### src/rtl/constants_pkg.sv
// Argon register-file bus command encodings, shared by bus initiators and targets.
package constants_pkg;

  localparam int unsigned COM_W = 4;

  localparam logic [COM_W-1:0] COM_NOP      = 4'd0;
  localparam logic [COM_W-1:0] COM_LATCHSEL = 4'd1;
  localparam logic [COM_W-1:0] COM_READA    = 4'd2;
  localparam logic [COM_W-1:0] COM_LATCHC   = 4'd3;

endpackage

### src/rtl/regfile_bus_master.sv
// Argon register-file bus initiator: expands MOVE/LOADI/READ micro-ops into LATCHSEL/READA/LATCHC.
// Optional read-valid timeout enabled by defining REGFILE_BUS_MASTER_TIMEOUT_EN.
module regfile_bus_master
  import constants_pkg::*;
#(
  parameter int unsigned DATA_WIDTH  = 16,
  parameter int unsigned INDEX_WIDTH = 3,
  parameter int unsigned CMD_WIDTH   = 4,
  parameter int unsigned TIMEOUT     = 15
) (
  input  logic                   i_Clk,
  input  logic                   i_Reset_n,
  input  logic                   i_req_valid,
  output logic                   o_req_ready,
  input  logic [1:0]             i_req_op,
  input  logic [INDEX_WIDTH-1:0] i_req_sel_a,
  input  logic [INDEX_WIDTH-1:0] i_req_sel_c,
  input  logic [DATA_WIDTH-1:0]  i_req_imm,
  output logic                   o_rsp_valid,
  input  logic                   i_rsp_ready,
  output logic [DATA_WIDTH-1:0]  o_rsp_data,
  output logic                   o_rsp_error,
  output logic [CMD_WIDTH-1:0]   o_bus_command,
  output logic [DATA_WIDTH-1:0]  o_bus_data,
  output logic                   o_bus_valid,
  input  logic [DATA_WIDTH-1:0]  i_bus_data,
  input  logic                   i_bus_valid,
  input  logic                   i_bus_error
);

  localparam int unsigned OP_W   = 2;
  localparam int unsigned WAIT_W = 8;

  localparam logic [OP_W-1:0] OP_MOVE  = 2'd0;
  localparam logic [OP_W-1:0] OP_LOADI = 2'd1;
  localparam logic [OP_W-1:0] OP_RSVD  = 2'd3;

  localparam logic [CMD_WIDTH-1:0] CMD_NOP      = CMD_WIDTH'(COM_NOP);
  localparam logic [CMD_WIDTH-1:0] CMD_LATCHSEL = CMD_WIDTH'(COM_LATCHSEL);
  localparam logic [CMD_WIDTH-1:0] CMD_READA    = CMD_WIDTH'(COM_READA);
  localparam logic [CMD_WIDTH-1:0] CMD_LATCHC   = CMD_WIDTH'(COM_LATCHC);

  if (TIMEOUT == 0 || TIMEOUT > 255 || DATA_WIDTH < 3 * INDEX_WIDTH) begin : g_bad_params
    $error("regfile_bus_master: illegal parameter combination");
  end

  typedef enum logic [2:0] {
    ST_IDLE,
    ST_SEL,
    ST_READ,
    ST_WRITE,
    ST_RSP
  } state_t;

  state_t                 r_state, w_state_nxt;
  logic [OP_W-1:0]        r_op, w_op_nxt;
  logic [INDEX_WIDTH-1:0] r_sel_a, w_sel_a_nxt;
  logic [INDEX_WIDTH-1:0] r_sel_c, w_sel_c_nxt;
  logic [DATA_WIDTH-1:0]  r_data, w_data_nxt;
  logic                   r_err, w_err_nxt;
  logic                   r_req_ready, w_req_ready_nxt;
  logic                   r_rsp_valid, w_rsp_valid_nxt;
  logic [CMD_WIDTH-1:0]   r_bus_cmd, w_bus_cmd_nxt;
  logic [DATA_WIDTH-1:0]  r_bus_data, w_bus_data_nxt;
  logic                   r_bus_valid, w_bus_valid_nxt;
`ifdef REGFILE_BUS_MASTER_TIMEOUT_EN
  localparam logic [WAIT_W-1:0] WAIT_LAST = WAIT_W'(TIMEOUT - 1);
  logic [WAIT_W-1:0]      r_wait, w_wait_nxt;
`endif

  // Next state, transaction registers and the registered bus/handshake outputs they imply.
  always_comb begin
    w_state_nxt     = r_state;
    w_op_nxt        = r_op;
    w_sel_a_nxt     = r_sel_a;
    w_sel_c_nxt     = r_sel_c;
    w_data_nxt      = r_data;
    w_err_nxt       = r_err;
    w_bus_cmd_nxt   = CMD_NOP;
    w_bus_data_nxt  = '0;
    w_bus_valid_nxt = 1'b0;
`ifdef REGFILE_BUS_MASTER_TIMEOUT_EN
    w_wait_nxt      = r_wait;
`endif

    case (r_state)
      ST_IDLE: begin
        if (i_req_valid) begin
          w_op_nxt    = i_req_op;
          w_sel_a_nxt = i_req_sel_a;
          w_sel_c_nxt = i_req_sel_c;
          w_data_nxt  = (i_req_op == OP_LOADI) ? i_req_imm : '0;
          w_err_nxt   = (i_req_op == OP_RSVD);
          w_state_nxt = (i_req_op == OP_RSVD) ? ST_RSP : ST_SEL;
        end
      end
      ST_SEL: begin
        w_state_nxt = (r_op == OP_LOADI) ? ST_WRITE : ST_READ;
`ifdef REGFILE_BUS_MASTER_TIMEOUT_EN
        w_wait_nxt  = '0;
`endif
      end
      ST_READ: begin
        if (i_bus_valid) begin
          w_data_nxt  = i_bus_data;
          w_state_nxt = (r_op == OP_MOVE) ? ST_WRITE : ST_RSP;
        end
`ifdef REGFILE_BUS_MASTER_TIMEOUT_EN
        else if (r_wait == WAIT_LAST) begin
          // Abandon the read; a MOVE never reaches LATCHC so the destination is untouched.
          w_data_nxt  = '0;
          w_err_nxt   = 1'b1;
          w_state_nxt = ST_RSP;
        end else begin
          w_wait_nxt = r_wait + WAIT_W'(1);
        end
`endif
      end
      ST_WRITE: w_state_nxt = ST_RSP;
      ST_RSP:   if (i_rsp_ready) w_state_nxt = ST_IDLE;
      default:  w_state_nxt = ST_IDLE;
    endcase

    if (i_bus_error && (r_state inside {ST_SEL, ST_READ, ST_WRITE})) w_err_nxt = 1'b1;

    case (w_state_nxt)
      ST_SEL: begin
        w_bus_cmd_nxt   = CMD_LATCHSEL;
        w_bus_data_nxt  = DATA_WIDTH'({w_sel_c_nxt, {INDEX_WIDTH{1'b0}}, w_sel_a_nxt});
        w_bus_valid_nxt = 1'b1;
      end
      ST_READ: w_bus_cmd_nxt = CMD_READA;
      ST_WRITE: begin
        w_bus_cmd_nxt   = CMD_LATCHC;
        w_bus_data_nxt  = w_data_nxt;
        w_bus_valid_nxt = 1'b1;
      end
      default: w_bus_cmd_nxt = CMD_NOP;
    endcase

    w_req_ready_nxt = (w_state_nxt == ST_IDLE);
    w_rsp_valid_nxt = (w_state_nxt == ST_RSP);
  end

  always_ff @(posedge i_Clk) begin
    if (!i_Reset_n) begin
      r_state     <= ST_IDLE;
      r_op        <= OP_MOVE;
      r_sel_a     <= '0;
      r_sel_c     <= '0;
      r_data      <= '0;
      r_err       <= 1'b0;
      r_req_ready <= 1'b1;
      r_rsp_valid <= 1'b0;
      r_bus_cmd   <= CMD_NOP;
      r_bus_data  <= '0;
      r_bus_valid <= 1'b0;
`ifdef REGFILE_BUS_MASTER_TIMEOUT_EN
      r_wait      <= '0;
`endif
    end else begin
      r_state     <= w_state_nxt;
      r_op        <= w_op_nxt;
      r_sel_a     <= w_sel_a_nxt;
      r_sel_c     <= w_sel_c_nxt;
      r_data      <= w_data_nxt;
      r_err       <= w_err_nxt;
      r_req_ready <= w_req_ready_nxt;
      r_rsp_valid <= w_rsp_valid_nxt;
      r_bus_cmd   <= w_bus_cmd_nxt;
      r_bus_data  <= w_bus_data_nxt;
      r_bus_valid <= w_bus_valid_nxt;
`ifdef REGFILE_BUS_MASTER_TIMEOUT_EN
      r_wait      <= w_wait_nxt;
`endif
    end
  end

  assign o_req_ready   = r_req_ready;
  assign o_rsp_valid   = r_rsp_valid;
  assign o_rsp_data    = r_data;
  assign o_rsp_error   = r_err;
  assign o_bus_command = r_bus_cmd;
  assign o_bus_data    = r_bus_data;
  assign o_bus_valid   = r_bus_valid;

endmodule

### config.mk
export PLATFORM = sky130hd
export DESIGN_NAME = regfile_bus_master
export DESIGN_NICKNAME = d
export VERILOG_FILES = /design/src/rtl/constants_pkg.sv /design/src/rtl/regfile_bus_master.sv
export SDC_FILE = /design/constraint.sdc
export NUM_CORES = 1
export LEC_CHECK = 0
export ABC_AREA = 0
export CORE_MARGIN = 2
export CORE_UTILIZATION = 34
export DETAILED_ROUTE_END_ITERATION = 12
export PLACE_DENSITY = 0.75
export SLEW_MARGIN = 0
export SYNTH_ARGS = -nofsm -noshare
export SYNTH_HDL_FRONTEND = slang
export SYNTH_SLANG_ARGS = --single-unit
### constraint.sdc
create_clock -name i_Clk -period 1.5 [get_ports i_Clk]
set_input_delay 0.3 -clock i_Clk [delete_from_list [all_inputs] [get_ports i_Clk]]
set_output_delay 0.3 -clock i_Clk [all_outputs]
set_load 0.03 [all_outputs]
==> summary.md <==
| Metric | Value |
|---|---|
| Status | finished with violations |
| Failing checks | setup timing |
| GR Overflow Total | 0 |
| Vias per cell | ~5.0 |
| Clk slew on worst S/H paths | about 0.08 ns |
| Reg2reg end | o_rsp_data[10] |
| Longest Clk Path Bufs | 2 |
| I/O pin total | 86 |
| First-pass GRT wire length | between 7 and 8 mm |
| Final Skew | between 0.005 and 0.006 ns |
| Routed WL | between 4 and 5 mm |
| Setup crit start | r_state[0] |
| DRC viols | 0 |
| Cells after synthesis | approximately 160 |
| Worst path max stage delay | around 0.56 ns |
| Most frequent cells in the layout | 43 x clkdlybuf4s50_1, 40 x dlygate4sd2_1, 40 x dfxtp_1 |
| Fin Hold WS | about 0.52 ns |
| Bufs and invs on worst path | 1 |
| Largest net degree at the start of global routing | 33 |
| Vias in the first global route | around 1.5k |
| Total number of H-tree levels | 2 |
| DIE WIDTH | ~70 um |
| Crit end category | flop |
| Pwr Density | between 900 and 1000 mW/mm2 |
| Worst skew pair latency | roughly 0.3 ns |
| CTS tree | done |
| Final hold vios | 0 |
| Worst endpoint required time | 1.74 ns |
| FF-to-FF setup slack | -0.13 ns |
| Row cnt | 24 |
| Main synth FF type | dfxtp_1 |
| Clk Tree Root Cell | clkbuf_8 |
| RR Startpoint | r_state[0] |
| Core Box Area | ~0.0044 mm2 |
| Via count | about 1.6k |
| Worst path cell trace | or4b_4 > nor3b_4 > buf_6 > a222oi_1 > nor2b_1 |
| CP Max Fanout | 8 |
| Worst VDD drop | ~0.66 mV |
| Die Footprint | 0.00519 mm2 |
| Final Cycle Share | 109% |
| End of the critical path | o_rsp_data[10] |
| Worst r2r path cells | 5 |
| Leak | approximately 1.2 nW |
| Layout cell share with drive strength beyond 1 | ~18% |
| Slowest library cell on the worst path | or4b_4 |
| Drt wl/cell | 15.1 um |
| CP Depth | 5 |
| CP Data Arrival Time | roughly 1.9 ns |
| CP delay by family, top | simple AND/OR/NAND/NOR gates |
| DRT antenna net count | 0 |
| Clock Sink Count | 42 |
| Post-synth ARST share | 0% |
| Initial antenna violation count | 0 |
| Half-perimeter wire length after placement | between 3 and 4 mm |
| Cts bufs inserted | 5 |
| DR top layer | met4 |
| I/O Buffers | a little over 80 |
| WL met3 | between 300 and 400 um |
| Final setup fails | 32 |
| Final Max Slew Viols | 0 |
| Metal2 WL | roughly 2.3 mm |
| Final setup margin | -0.130 ns |
| MaxCap Viol Count | 0 |
| Fin crit period | about 1.6 ns |
| Dpl cells | between 200 and 300 |
| Antenna diode count | 0 |
| Synthesized flop and latch total | 42 |
| RSZ-0062 raised after global routing | yes |
| Drt first pass iters | 4 |
| Most common cell after layout, fill and taps aside | clkdlybuf4s50_1 |
| Crit path kind | reg2reg |
| GRT Util Overall | around 19% |
| Final Non-Filler Cells | roughly 310 |
| Total power | around 2.7 mW |
| F_max | between 600 and 700 MHz |
| Netlist Area Pre-Place | about 0.0016 mm2 |
| Syn avg cell area | between 10 and 15 um2 |
| Routability Congestion | approximately 0.8 |
| WL met1 | 1.88 mm |
| Sequential area share after synthesis | 53.4% |
| # fillers | about 380 |
| Cell variety after synth | 32 |
| DRT iter0 DRCs | between 100 and 150 |
| Starting Density | between 30% and 40% |
| Nets | about 300 |
| Crit path launch type | flop |
| EDFF count, synth | 0 |
| Die height | 72.1 um |
| Yosys warns | 0 |
| Worst hold path type | reg2reg |
| Area Overhead vs Synth | 75.1% |
==> area by class of cell <==
class	instances	area (um2)	area share (%)
clock buffer	6	72.6	2.63
clock inverter	2	37.5	1.36
tap	52	65.1	2.36
multi-input combinational	95	693	25.1
sequential	42	843	30.6
timing repair buffer	109	1040	37.7
inverter	2	7.51	0.272
==> power breakdown <==
part           switching (mW)  internal, mW
Sequential             0.0306          1.17
Clock                   0.391         0.496
Combinational           0.313         0.334
Total                   0.734          2.00
==> flip-flops by register name (all words and copies together), names as in the netlist <==
register	count
o_bus_data	16
r_state	3
r_op	2
o_rsp_error	1
o_rsp_data	16
o_bus_valid	1
o_req_ready	1
o_bus_command	1
o_rsp_valid	1
==> worst min path at each step <==
| stage | start | to | depth (start not counted) |
|---|---|---|---|
| floorplan | i_req_op[1] | r_op[1] | 2 |
| global placement | r_op[1] | r_op[1] | 2 |
| detailed placement | r_op[0] | r_op[0] | 2 |
| CTS | r_op[0] | r_op[0] | 2 |
| global route | o_rsp_data[13] | o_bus_data[13] | 2 |
| finish | o_rsp_data[13] | o_bus_data[13] | 2 |
==> stage by stage <==
| step | TNS [ns] | cell area [um2] | utilization [%] | setup WS (ns) |
|---|---|---|---|---|
| floorplan | -3.26 | 1590 | - | -0.145 |
| global placement | -23.95 | 2560 | 58.0 | -0.736 |
| detailed placement | -25.31 | 2560 | 58.0 | -0.774 |
| CTS | -3.25 | 2730 | 61.7 | -0.139 |
| global route | -5.74 | 2760 | 62.5 | -0.213 |
| finish | -3.44 | 2760 | 62.5 | -0.130 |
==> cells by family after synthesis <==
kind of cell           after synthesis  share of synthesized area (%)
buffers and inverters               19                           6.35
other                                1                          0.238
AOI/OAI and AO/OA                   35                           18.4
DFF                                 42                           53.4
and+or+nand+nor                     58                           21.6
==> timing repair <==
item,CTS,global route
setup endpoints to repair,70,36
gates cloned,1,0
resized for setup,53,8
buffers inserted,3,1
hold buffers,0,0
pin swaps,8,3
==> worst min-delay path, stage by stage (launching register included) <==
cell and delay (ns):
dfxtp_1 0.33, a222oi_1 0.08, nor2_1 0.08
==> routing by layer <==
metal	track usage, %	vias up
li1	-	767
met1	21.4	712
met2	31.7	66
met3	6.39	9
met4	6.92	0
met5	0	-
==> cell usage after synthesis, types with 2 or more instances <==
master	n	area share, %
nor3_1	2	0.64
or4b_1	2	1.3
nand2_1	9	2.1
nor2_1	12	2.9
inv_1	2	0.48
a21boi_0	3	1.4
nand4_1	6	2.4
buf_4	4	1.9
o21ai_1	6	1.9
buf_2	5	1.6
dfxtp_1	42	53
and2_1	2	0.79
a222oi_1	16	10
nor2b_1	19	7.5
nor3b_1	2	0.95
clkbuf_1	7	1.7
No activity file was read; power rests on OpenSTA's default activity.
